--- config.mk ---
export PLATFORM = sky130hd
export DESIGN_NAME = axi_lite_to_reg_flat
export DESIGN_NICKNAME = d
export VERILOG_FILES = /design/src/rtl/axi_lite_to_reg_if.sv /design/src/rtl/axi_lite_to_reg.sv /design/src/flat_wrapper.sv
export SDC_FILE = /design/constraint.sdc
export NUM_CORES = 1
export LEC_CHECK = 0
export CAP_MARGIN = 20
export CORE_AREA = 5 5 180 182
export DETAILED_ROUTE_END_ITERATION = 7
export DIE_AREA = 0 0 185 187
export PLACE_DENSITY = 0.71
export SLEW_MARGIN = 30
export SYNTH_ARGS = -nofsm -noshare
export SYNTH_HDL_FRONTEND = slang
export SYNTH_SLANG_ARGS = --single-unit
--- constraint.sdc ---
create_clock -name clk_i -period 2.8 [get_ports clk_i]
set_clock_uncertainty 0.2 [all_clocks]
set_input_delay 0.84 -clock clk_i [delete_from_list [all_inputs] [get_ports clk_i]]
set_output_delay 0.84 -clock clk_i [all_outputs]
set_load 0.05 [all_outputs]
--- src/rtl/axi_lite_to_reg_if.sv ---
// AXI-Lite host-side bundle for axi_lite_to_reg.
// Five channels (AW, W, B, AR, R). The endpoint takes the slave modport and the
// upstream register slice (or a testbench) takes the master modport.
interface axi_lite_to_reg_if #(
    parameter int DataWidth = 64,
    parameter int AddrWidth = 56
);
    localparam int StrbWidth = DataWidth / 8;

    // AW channel
    logic                 aw_valid;
    logic                 aw_ready;
    logic [AddrWidth-1:0] aw_addr;
    logic [2:0]           aw_prot;

    // W channel
    logic                 w_valid;
    logic                 w_ready;
    logic [DataWidth-1:0] w_data;
    logic [StrbWidth-1:0] w_strb;

    // B channel
    logic                 b_valid;
    logic                 b_ready;
    logic [1:0]           b_resp;

    // AR channel
    logic                 ar_valid;
    logic                 ar_ready;
    logic [AddrWidth-1:0] ar_addr;
    logic [2:0]           ar_prot;

    // R channel
    logic                 r_valid;
    logic                 r_ready;
    logic [DataWidth-1:0] r_data;
    logic [1:0]           r_resp;

    modport master (
        output aw_valid, aw_addr, aw_prot,
        output w_valid, w_data, w_strb,
        output b_ready,
        output ar_valid, ar_addr, ar_prot,
        output r_ready,
        input  aw_ready, w_ready, b_valid, b_resp,
        input  ar_ready, r_valid, r_data, r_resp
    );

    modport slave (
        input  aw_valid, aw_addr, aw_prot,
        input  w_valid, w_data, w_strb,
        input  b_ready,
        input  ar_valid, ar_addr, ar_prot,
        input  r_ready,
        output aw_ready, w_ready, b_valid, b_resp,
        output ar_ready, r_valid, r_data, r_resp
    );
endinterface

--- src/rtl/axi_lite_to_reg.sv ---
// AXI-Lite endpoint that bridges onto a single-port CSR register bus.
// Handles one transaction at a time: arbitrate in IDLE, issue in REQ, wait for
// the register response (with optional timeout) in WAIT, answer on B/R in RESP.
// Misaligned accesses never reach the register bus and answer SLVERR.
// DataWidth is expected to be 32 or 64.
module axi_lite_to_reg #(
    parameter int DataWidth     = 64,
    parameter int AddrWidth     = 56,
    parameter int TimeoutCycles = 256
) (
    input  logic                   clk_i,
    input  logic                   rst_ni,

    axi_lite_to_reg_if.slave       host,

    output logic                   reg_req_valid,
    input  logic                   reg_req_ready,
    output logic                   reg_req_write,
    output logic [AddrWidth-1:0]   reg_req_addr,
    output logic [DataWidth-1:0]   reg_req_wdata,
    output logic [DataWidth/8-1:0] reg_req_wstrb,
    input  logic                   reg_rsp_valid,
    input  logic [DataWidth-1:0]   reg_rsp_rdata,
    input  logic                   reg_rsp_error
);
    localparam int StrbWidth = DataWidth / 8;
    localparam int OffWidth  = $clog2(StrbWidth);
    localparam int CntWidth  = (TimeoutCycles > 1) ? $clog2(TimeoutCycles) : 1;
    localparam logic [CntWidth-1:0] CntLast =
        (TimeoutCycles > 0) ? CntWidth'(TimeoutCycles - 1) : '0;

    localparam logic [1:0] RespOkay   = 2'b00;
    localparam logic [1:0] RespSlvErr = 2'b10;
    localparam logic [1:0] RespDecErr = 2'b11;

    typedef enum logic [1:0] {
        ST_IDLE,
        ST_REQ,
        ST_WAIT,
        ST_RESP
    } state_e;

    state_e                 state_q,    state_d;
    logic                   is_write_q, is_write_d;
    logic [AddrWidth-1:0]   addr_q,     addr_d;
    logic [DataWidth-1:0]   wdata_q,    wdata_d;
    logic [StrbWidth-1:0]   wstrb_q,    wstrb_d;
    logic [2:0]             prot_q,     prot_d;
    logic [1:0]             resp_q,     resp_d;
    logic [DataWidth-1:0]   rdata_q,    rdata_d;
    logic                   prio_wr_q,  prio_wr_d;
    logic [CntWidth-1:0]    cnt_q,      cnt_d;

    logic wr_elig;
    logic rd_elig;
    logic grant_wr;
    logic grant_rd;
    logic aw_misaligned;
    logic ar_misaligned;
    logic host_resp_taken;

    // prot is captured for future use; nothing downstream consumes it yet.
    logic prot_unused;
    assign prot_unused = ^prot_q;

    // Arbitration: a write needs AW and W together; ties follow prio_wr.
    assign wr_elig  = host.aw_valid && host.w_valid;
    assign rd_elig  = host.ar_valid;
    assign grant_wr = (state_q == ST_IDLE) && wr_elig && (prio_wr_q || !rd_elig);
    assign grant_rd = (state_q == ST_IDLE) && rd_elig && !grant_wr;

    assign aw_misaligned = |host.aw_addr[OffWidth-1:0];
    assign ar_misaligned = |host.ar_addr[OffWidth-1:0];

    assign host_resp_taken = is_write_q ? host.b_ready : host.r_ready;

    // AW and W are always accepted together so a write is never split.
    assign host.aw_ready = grant_wr;
    assign host.w_ready  = grant_wr;
    assign host.ar_ready = grant_rd;

    assign host.b_valid  = (state_q == ST_RESP) &&  is_write_q;
    assign host.r_valid  = (state_q == ST_RESP) && !is_write_q;
    assign host.b_resp   = resp_q;
    assign host.r_resp   = resp_q;
    assign host.r_data   = rdata_q;

    assign reg_req_valid = (state_q == ST_REQ);
    assign reg_req_write = is_write_q;
    assign reg_req_addr  = addr_q;
    assign reg_req_wdata = wdata_q;
    assign reg_req_wstrb = wstrb_q;

    // Next-state and datapath updates for the transaction FSM.
    always_comb begin
        state_d    = state_q;
        is_write_d = is_write_q;
        addr_d     = addr_q;
        wdata_d    = wdata_q;
        wstrb_d    = wstrb_q;
        prot_d     = prot_q;
        resp_d     = resp_q;
        rdata_d    = rdata_q;
        prio_wr_d  = prio_wr_q;
        cnt_d      = cnt_q;

        unique case (state_q)
            ST_IDLE: begin
                if (grant_wr) begin
                    is_write_d = 1'b1;
                    addr_d     = host.aw_addr;
                    wdata_d    = host.w_data;
                    wstrb_d    = host.w_strb;
                    prot_d     = host.aw_prot;
                    prio_wr_d  = ~prio_wr_q;
                    if (aw_misaligned) begin
                        resp_d  = RespSlvErr;
                        state_d = ST_RESP;
                    end else begin
                        state_d = ST_REQ;
                    end
                end else if (grant_rd) begin
                    is_write_d = 1'b0;
                    addr_d     = host.ar_addr;
                    prot_d     = host.ar_prot;
                    prio_wr_d  = ~prio_wr_q;
                    if (ar_misaligned) begin
                        resp_d  = RespSlvErr;
                        rdata_d = '0;
                        state_d = ST_RESP;
                    end else begin
                        state_d = ST_REQ;
                    end
                end
            end

            ST_REQ: begin
                if (reg_req_ready) begin
                    cnt_d   = '0;
                    state_d = ST_WAIT;
                end
            end

            ST_WAIT: begin
                // A response arriving in the last allowed cycle still wins.
                if (reg_rsp_valid) begin
                    rdata_d = reg_rsp_rdata;
                    resp_d  = reg_rsp_error ? RespSlvErr : RespOkay;
                    state_d = ST_RESP;
                end else if ((TimeoutCycles != 0) && (cnt_q == CntLast)) begin
                    rdata_d = '0;
                    resp_d  = RespDecErr;
                    state_d = ST_RESP;
                end else begin
                    cnt_d = cnt_q + CntWidth'(1);
                end
            end

            ST_RESP: begin
                if (host_resp_taken) begin
                    state_d = ST_IDLE;
                end
            end

            default: state_d = ST_IDLE;
        endcase
    end

    // State and datapath registers; reset drops any in-flight transaction.
    always_ff @(posedge clk_i or negedge rst_ni) begin
        if (!rst_ni) begin
            state_q    <= ST_IDLE;
            is_write_q <= 1'b0;
            addr_q     <= '0;
            wdata_q    <= '0;
            wstrb_q    <= '0;
            prot_q     <= '0;
            resp_q     <= '0;
            rdata_q    <= '0;
            prio_wr_q  <= 1'b1;
            cnt_q      <= '0;
        end else begin
            state_q    <= state_d;
            is_write_q <= is_write_d;
            addr_q     <= addr_d;
            wdata_q    <= wdata_d;
            wstrb_q    <= wstrb_d;
            prot_q     <= prot_d;
            resp_q     <= resp_d;
            rdata_q    <= rdata_d;
            prio_wr_q  <= prio_wr_d;
            cnt_q      <= cnt_d;
        end
    end
endmodule

--- src/flat_wrapper.sv ---
// flat-port wrapper written by rule: the top's interface ports become plain ports
module axi_lite_to_reg_flat 
#(
    parameter int DataWidth     = 64,
    parameter int AddrWidth     = 56,
    parameter int TimeoutCycles = 256
)
  (clk_i, rst_ni, reg_req_valid, reg_req_ready, reg_req_write, reg_req_addr, reg_req_wdata, reg_req_wstrb, reg_rsp_valid, reg_rsp_rdata, reg_rsp_error, host_aw_valid, host_aw_addr, host_aw_prot, host_w_valid, host_w_data, host_w_strb, host_b_ready, host_ar_valid, host_ar_addr, host_ar_prot, host_r_ready, host_aw_ready, host_w_ready, host_b_valid, host_b_resp, host_ar_ready, host_r_valid, host_r_data, host_r_resp);
  axi_lite_to_reg_if #(.DataWidth(DataWidth), .AddrWidth(AddrWidth)) host_i ();
  input  logic clk_i;
  input  logic rst_ni;
  output logic reg_req_valid;
  input  logic reg_req_ready;
  output logic reg_req_write;
  output logic [AddrWidth-1:0] reg_req_addr;
  output logic [DataWidth-1:0] reg_req_wdata;
  output logic [DataWidth/8-1:0] reg_req_wstrb;
  input  logic reg_rsp_valid;
  input  logic [DataWidth-1:0] reg_rsp_rdata;
  input  logic reg_rsp_error;
  input wire logic [$bits(host_i.aw_valid)-1:0] host_aw_valid;
  input wire logic [$bits(host_i.aw_addr)-1:0] host_aw_addr;
  input wire logic [$bits(host_i.aw_prot)-1:0] host_aw_prot;
  input wire logic [$bits(host_i.w_valid)-1:0] host_w_valid;
  input wire logic [$bits(host_i.w_data)-1:0] host_w_data;
  input wire logic [$bits(host_i.w_strb)-1:0] host_w_strb;
  input wire logic [$bits(host_i.b_ready)-1:0] host_b_ready;
  input wire logic [$bits(host_i.ar_valid)-1:0] host_ar_valid;
  input wire logic [$bits(host_i.ar_addr)-1:0] host_ar_addr;
  input wire logic [$bits(host_i.ar_prot)-1:0] host_ar_prot;
  input wire logic [$bits(host_i.r_ready)-1:0] host_r_ready;
  output wire logic [$bits(host_i.aw_ready)-1:0] host_aw_ready;
  output wire logic [$bits(host_i.w_ready)-1:0] host_w_ready;
  output wire logic [$bits(host_i.b_valid)-1:0] host_b_valid;
  output wire logic [$bits(host_i.b_resp)-1:0] host_b_resp;
  output wire logic [$bits(host_i.ar_ready)-1:0] host_ar_ready;
  output wire logic [$bits(host_i.r_valid)-1:0] host_r_valid;
  output wire logic [$bits(host_i.r_data)-1:0] host_r_data;
  output wire logic [$bits(host_i.r_resp)-1:0] host_r_resp;
  assign host_i.aw_valid = host_aw_valid;
  assign host_i.aw_addr = host_aw_addr;
  assign host_i.aw_prot = host_aw_prot;
  assign host_i.w_valid = host_w_valid;
  assign host_i.w_data = host_w_data;
  assign host_i.w_strb = host_w_strb;
  assign host_i.b_ready = host_b_ready;
  assign host_i.ar_valid = host_ar_valid;
  assign host_i.ar_addr = host_ar_addr;
  assign host_i.ar_prot = host_ar_prot;
  assign host_i.r_ready = host_r_ready;
  assign host_aw_ready = host_i.aw_ready;
  assign host_w_ready = host_i.w_ready;
  assign host_b_valid = host_i.b_valid;
  assign host_b_resp = host_i.b_resp;
  assign host_ar_ready = host_i.ar_ready;
  assign host_r_valid = host_i.r_valid;
  assign host_r_data = host_i.r_data;
  assign host_r_resp = host_i.r_resp;
  axi_lite_to_reg #(.DataWidth(DataWidth), .AddrWidth(AddrWidth), .TimeoutCycles(TimeoutCycles)) u_core (.clk_i(clk_i), .rst_ni(rst_ni), .host(host_i), .reg_req_valid(reg_req_valid), .reg_req_ready(reg_req_ready), .reg_req_write(reg_req_write), .reg_req_addr(reg_req_addr), .reg_req_wdata(reg_req_wdata), .reg_req_wstrb(reg_req_wstrb), .reg_rsp_valid(reg_rsp_valid), .reg_rsp_rdata(reg_rsp_rdata), .reg_rsp_error(reg_rsp_error));
endmodule
==> flow_metrics.py, run 1 <==
metrics = {
    "routing": {
        "drcViolationCount": 0,
        "routed_wl_um": 31290,
        "wl_met1_um": 12120,
        "top_layer": "met5",
        "vias": 7516,
        "viasPerCell": 4.671,
        "drtIter0Drc": 170,
        "met2_length_um": 14740,
        "wl_per_cell_um": 19.45,
        "ant_nets": 0,
        "met3_wirelength_um": 3439,
        "dr.pass1.iters": 4,
    },
    "power_and_ir_drop": {
        "ir_worst_vdd_mv": 0.6945,
        "p_leak_nw": 7.484,
        "p_per_area_nw_per_um2": 1275,
    },
    "worst_setup_path": {
        "path_buf_inv": 3,
        "cp-start-kind": "primary input",
        "criticalPathCategory": "primary input to primary output",
        "path_cells": "dlygate4sd2_1 > and2_4 > and3_4 > buf_12 > buf_12",
        "cpPeakStageDelay_ps": 250,
        "slowest_stage": "dlygate4sd2_1",
        "worstPathRequired_ps": 1760,
        "crit_fanout": 3,
        "end_kind": "primary output",
        "cpMostUsedCell": "buf_12",
        "cpLargestDelayFamily": "buffers and inverters",
        "critPathArrivalTime_ps": 1720,
    },
    "yosys": {
        "synth_edf_count": 0,
        "ys.flop_type": "dfrtp_1",
        "ys_ff_latch": 206,
        "syn-mean-instance-area_sq_um": 13.02,
        "synthesis.area_sq_um": 9335,
        "synthTopCellsByArea": "dfrtp_1 55%, mux2_4 9.7%, mux2_2 9.5%, mux2i_1 6.3%, and3_1 4.4%",
        "netlist_instances": 717,
        "synth_top_cell_area_share_pct": 54.95,
        "synth.distinct_cells": 40,
        "synth.most_common_cell": "dfrtp_1",
        "yosys_warnings": 0,
        "yosys-top-cells-count": "205 x dfrtp_1, 79 x mux2_2, 66 x and3_1",
        "synth_top_area_cell": "dfrtp_1",
        "synthesis.nets": 987,
        "ys_seq_area_share_pct": 55.23,
        "synthArstFlopShare_pct": 100.0,
    },
    "worst_hold_path": {
        "hold_path.class": "primary input to async pin",
    },
    "finish": {
        "nNetsFinal": 1463,
        "area_growth_pct": 65.57,
        "multi_input_area_sq_um": 3834,
        "regArea_sq_um": 5156,
        "nFillCells": 2623,
        "fin_util_pct": 50.79,
        "drive_gt1_share_pct": 20.64,
    },
    "timing": {
        "maxSlewHeadroom_pct": 62.25,
        "hold_viol": 0,
        "fin_crit_sh_pct": 98.61,
        "drv_slew": 0,
        "rsz0062_at_grt": "false",
        "setup_tns_ps": 0,
        "whs_ps": 117.9,
        "period_minus_slack_ps": 2761,
        "worstMarginPinSlew_ps": 565.3,
        "setup_viol": 0,
        "fmax_mhz": 362.2,
    },
    "global_routing": {
        "antenna_found_initial": 6,
        "overflow": 0,
        "grt_pass1_vias": 8088,
        "grt_first_pass_wirelength_um": 47400,
        "track_usage_pct": 17.14,
        "grt_max_degree": 65,
    },
    "clocking": {
        "cts_tree": "built",
        "clkTransAtPathRegs_ps": 60,
        "insertion_delay_ps": 520,
        "root_buffer": "clkbuf_16",
        "htree_levels": 1,
        "clock_path_buffers": 3,
        "cts_inserted_buffers": 25,
        "numClockSinks": 206,
    },
    "run_status": {
        "status": "finished clean",
    },
    "placement": {
        "place.gp.congestion": 0.7559,
        "io_buffers": 460,
        "dp_hpwl_um": 23800,
    },
    "floorplan": {
        "ioPinCount": 467,
        "rows": 64,
        "core-area_sq_um": 30430,
        "start_util_pct": 30.68,
        "die_w_um": 185,
        "die_y_um": 187,
        "die_area_sq_um": 34600,
    },
    "flow_run": {
        "max_cap_viol_count": 0,
    },
}
[logic make-up after synthesis]
kind of cell,Yosys count,share of synthesized area (%)
flops,206,55.23
mux,198,25.51
simple gates,165,9.355
compound gates,79,4.758
buf+inv,61,4.155
fa+ha+maj,6,0.8042
xor+xnor,2,0.1877
[worst paths after layout]
check	start	to	slack [ps]	depth (start not counted)
max in group asynchronous	rst_ni	u_core.prio_wr_q	1610	2
min reg2reg	u_core.reg_req_wstrb[7]	u_core.reg_req_wstrb[7]	300	1
min	rst_ni	u_core.host.r_data[47]	120	1
max	host_w_valid	host_aw_ready	40	5
max reg2reg	u_core.cnt_q[1]	u_core.host.r_data[47]	410	6
min in group clk_i	u_core.reg_req_wstrb[7]	u_core.reg_req_wstrb[7]	300	1
[worst register-to-register path: stages (launching register included)]
cell and delay [ps]:
dfrtp_1 390, ha_1 240, nand4_1 200, o21ai_2 270, and4_4 390, buf_12 240
mux2_4 330
[power breakdown]
group          switching [mW]  internal (mW)  total (mW)
registers               0.761           4.28        5.04
clock network            1.30           1.99        3.29
logic                    7.02           4.37        11.4
total                    9.07           10.6        19.7
[registers in the layout, summed over array words and instances (netlist names)]
| register | cells |
|---|---|
| u_core.reg_req_write | 1 |
| u_core.reg_req_addr | 56 |
| u_core.prio_wr_q | 1 |
| u_core.reg_req_wdata | 64 |
| u_core.host.r_data | 64 |
| u_core.cnt_q | 8 |
| u_core.host.b_resp | 2 |
| u_core.reg_req_wstrb | 8 |
| u_core.state_q | 2 |
[per-stage QoR]
stage	worst slack (ps)	total power, mW	area, sq um	std cells
2_1_floorplan	-65.03	12.66	9382	717
3_3_place_gp	-188.2	16.40	14580	1560
3_5_place_dp	-207.2	16.59	14580	1560
4_1_cts	0.3024	19.94	15410	1606
5_1_grt	1.939	20.58	15460	1609
6_report	38.88	19.71	15460	1609
[area by class of cell]
| class | count | area share (%) |
|---|---|---|
| inverter | 8 | 0.1943 |
| tap | 396 | 3.206 |
| antenna | 2 | 0.03238 |
| clock buffer | 31 | 4.388 |
| multi-input combinational | 450 | 24.80 |
| clock inverter | 14 | 0.9714 |
| timing repair buffer | 502 | 33.04 |
| sequential | 206 | 33.36 |
[routing by layer]
layer,global-route usage (%),vias to the layer above
li1,-,3477
met1,20.24,3648
met2,28.71,329
met3,7.079,54
met4,4.771,8
met5,0,-
[layout by cell type (no fill, tap or decap), types with 6 or more instances in the layout]
cell type	instances
o21ai_0	60
dlygate4sd2_1	16
dlymetal6s2s_1	13
mux2i_1	59
mux2_2	79
nand2_1	63
clkinv_2	9
dfrtp_1	205
nor2_1	7
mux2_4	60
buf_12	16
and3_1	65
inv_1	6
clkbuf_16	25
buf_4	36
clkdlybuf4s50_1	418
a21oi_1	6
[repair_timing]
| item | CTS | global route |
|---|---|---|
| pin swaps | 1 | 0 |
| cloned | 0 | 0 |
| hold buffers | 0 | 0 |
| setup buffers | 1 | 1 |
| gates resized for setup | 21 | 13 |
| setup endpoints to repair | 16 | 15 |
Power figures use the tool's default switching activity.
==> run 2: changes to the inputs <==
--- a/config.mk
+++ b/config.mk
@@ -5,11 +5,12 @@
 export SDC_FILE = /design/constraint.sdc
 export NUM_CORES = 1
 export LEC_CHECK = 0
-export CAP_MARGIN = 20
-export CORE_AREA = 5 5 180 182
+export CELL_PAD_IN_SITES_DETAIL_PLACEMENT = 0
+export CELL_PAD_IN_SITES_GLOBAL_PLACEMENT = 2
+export CORE_MARGIN = 5
+export CORE_UTILIZATION = 25
 export DETAILED_ROUTE_END_ITERATION = 7
-export DIE_AREA = 0 0 185 187
-export PLACE_DENSITY = 0.71
+export PLACE_DENSITY = 0.86
 export SLEW_MARGIN = 30
 export SYNTH_ARGS = -nofsm -noshare
 export SYNTH_HDL_FRONTEND = slang
==> constraint.sdc (replaced) <==
create_clock -name clk_i -period 2.75 [get_ports clk_i]
set_clock_uncertainty 0.2 [all_clocks]
set_input_delay 0.825 -clock clk_i [delete_from_list [all_inputs] [get_ports clk_i]]
set_output_delay 0.825 -clock clk_i [all_outputs]
set_load 0.05 [all_outputs]
==> flow_metrics.py, run 2 (same netlist as run 1, synthesis figures left out) <==
metrics = {
    "worst_setup_path": {
        "critPathArrivalTime_ps": 1700,
        "slowest_stage": "dlygate4sd2_1",
        "r2r_slack_ps": 260,
        "path_buf_inv": 3,
        "cpPeakStageDelay_ps": 240,
        "cpMostUsedCell": "buf_12",
        "cpLargestDelayFamily": "buffers and inverters",
        "crit_fanout": 3,
        "worstPathRequired_ps": 1730,
        "criticalPathCategory": "primary input to primary output",
        "end_kind": "primary output",
        "cp-start-kind": "primary input",
        "path_cells": "dlygate4sd2_1 > and2_4 > and3_4 > buf_12 > buf_12",
    },
    "clocking": {
        "cts_inserted_buffers": 26,
        "cts_tree": "built",
        "htree_levels": 1,
        "insertion_delay_ps": 530,
        "numClockSinks": 206,
        "clkTransAtPathRegs_ps": 60,
        "clock_path_buffers": 3,
        "root_buffer": "clkbuf_16",
        "cts_hold_buf": 0,
    },
    "timing": {
        "fmax_mhz": 367.0,
        "worstMarginPinSlew_ps": 577.7,
        "maxSlewHeadroom_pct": 61.49,
        "hold_viol": 0,
        "period_minus_slack_ps": 2725,
        "setup_viol": 0,
        "fin_crit_sh_pct": 99.08,
        "drv_slew": 0,
        "rsz0062_at_grt": "true",
    },
    "power_and_ir_drop": {
        "p_leak_nw": 8.412,
        "combPwrFrac_pct": 56.4,
        "seqPwrFrac_pct": 25.6,
        "switching_share_pct": 46.66,
        "p_switching_mw": 9.230,
        "ir_worst_vdd_mv": 0.5656,
        "p_per_area_nw_per_um2": 1266,
        "total_power_mw": 19.78,
        "p_clk_share_pct": 18.0,
        "internal_power_mw": 10.55,
    },
    "routing": {
        "dr.pass1.iters": 4,
        "wl_per_cell_um": 18.69,
        "viasPerCell": 4.426,
        "drcViolationCount": 0,
        "routed_wl_um": 31540,
        "drtIter0Drc": 254,
        "vias": 7471,
        "ant_nets": 0,
    },
    "global_routing": {
        "grt_pass1_vias": 8135,
        "overflow": 0,
        "track_usage_pct": 14.62,
        "antenna_found_initial": 5,
        "grt_max_degree": 70,
        "grt_first_pass_wirelength_um": 48410,
    },
    "finish": {
        "fin_util_pct": 42.56,
        "area_growth_pct": 67.31,
        "multi_input_area_sq_um": 3841,
        "nFillCells": 3558,
        "nNetsFinal": 1470,
        "layout_commonest_cell": "clkdlybuf4s50_1",
        "drive_gt1_share_pct": 21.43,
        "regArea_sq_um": 5156,
        "mostFrequentLayoutCells": "261 x clkdlybuf4s50_1, 205 x dfrtp_1, 147 x dlygate4sd2_1, 79 x mux2_2, 65 x and3_1",
    },
    "floorplan": {
        "die_area_sq_um": 41300,
        "die_y_um": 203.2,
        "start_util_pct": 25.44,
        "die_w_um": 203.2,
        "core-area_sq_um": 36700,
        "rows": 70,
        "ioPinCount": 467,
    },
    "placement": {
        "io_buffers": 460,
        "place.gp.congestion": 0.7569,
        "dp_hpwl_um": 23580,
    },
    "flow_run": {
        "max_cap_viol_count": 0,
    },
    "worst_hold_path": {
        "hold_path.class": "primary input to async pin",
    },
    "run_status": {
        "status": "finished clean",
    },
}
## run 2: cell types whose count changed in the layout (fill, tap and decap cells not counted), sizes merged
| cell | delta |
|---|---|
| clkdlybuf4s50 | -157 |
| clkinv | -3 |
| clkbuf | +3 |
| buf | +7 |
| dlygate4sd2 | +131 |
| inv | +1 |
| dlymetal6s2s | +26 |
| clkinvlp | -1 |
## run 2: power groups by stage
stage / Clock, mW / Combinational (mW) / Sequential [mW]
finish: 3.57 / 11.2 / 5.06
global route: 3.84 / 11.7 / 5.25
CTS: 3.72 / 11.2 / 5.10
detailed placement: 0 / 11.8 / 5.17
global placement: 0 / 11.7 / 5.12
floorplan: 0 / 3.34 / 9.55
## run 2: worst paths after layout
path                                    startpoint                       end  cells after the start
max reg2reg                      u_core.state_q[0]    u_core.host.r_data[26]                      9
min reg2reg                u_core.reg_req_wdata[8]   u_core.reg_req_wdata[8]                      1
min in group clk_i         u_core.reg_req_wdata[8]   u_core.reg_req_wdata[8]                      1
min                                         rst_ni    u_core.host.r_data[47]                      1
max in group asynchronous                   rst_ni  u_core.reg_req_wdata[18]                      2
max                                  host_aw_valid              host_w_ready                      5
## run 2: layer usage
metal	global-route usage, %	share of wire, %
met1	17.99	41
met2	23.38	46
met3	6.249	11
met4	4.553	2.3
met5	0	0.086
## run 2: per-stage QoR
step                      TNS (ps)  area [sq um]  instances  worst slack [ps]  hold slack, ps
final                            0         15620       1688             25.28           20.11
after CTS                        0         15490       1683           0.05396           17.02
after detailed placement    -18770         14700       1631            -258.4           290.3
after global placement      -15030         14700       1631            -240.3           276.0
after global routing        -76.34         15620       1688            -38.45           28.15
after floorplan             -85.03          9382        717            -85.03           260.9
## run 2: cell type report
cell class	count	area share [%]
Antenna cell	2	0.03204
Clock buffer	35	4.903
Clock inverter	11	0.8972
Inverter	8	0.1923
Multi-Input combinational cell	450	24.59
Sequential cell	206	33.01
Tap cell	468	3.749
Timing Repair Buffer	508	32.62
## run 2: what timing repair did
action	in CTS	in global routing
setup buffers	6	3
pin swaps	2	1
setup endpoints to repair	147	43
gates resized for setup	154	41
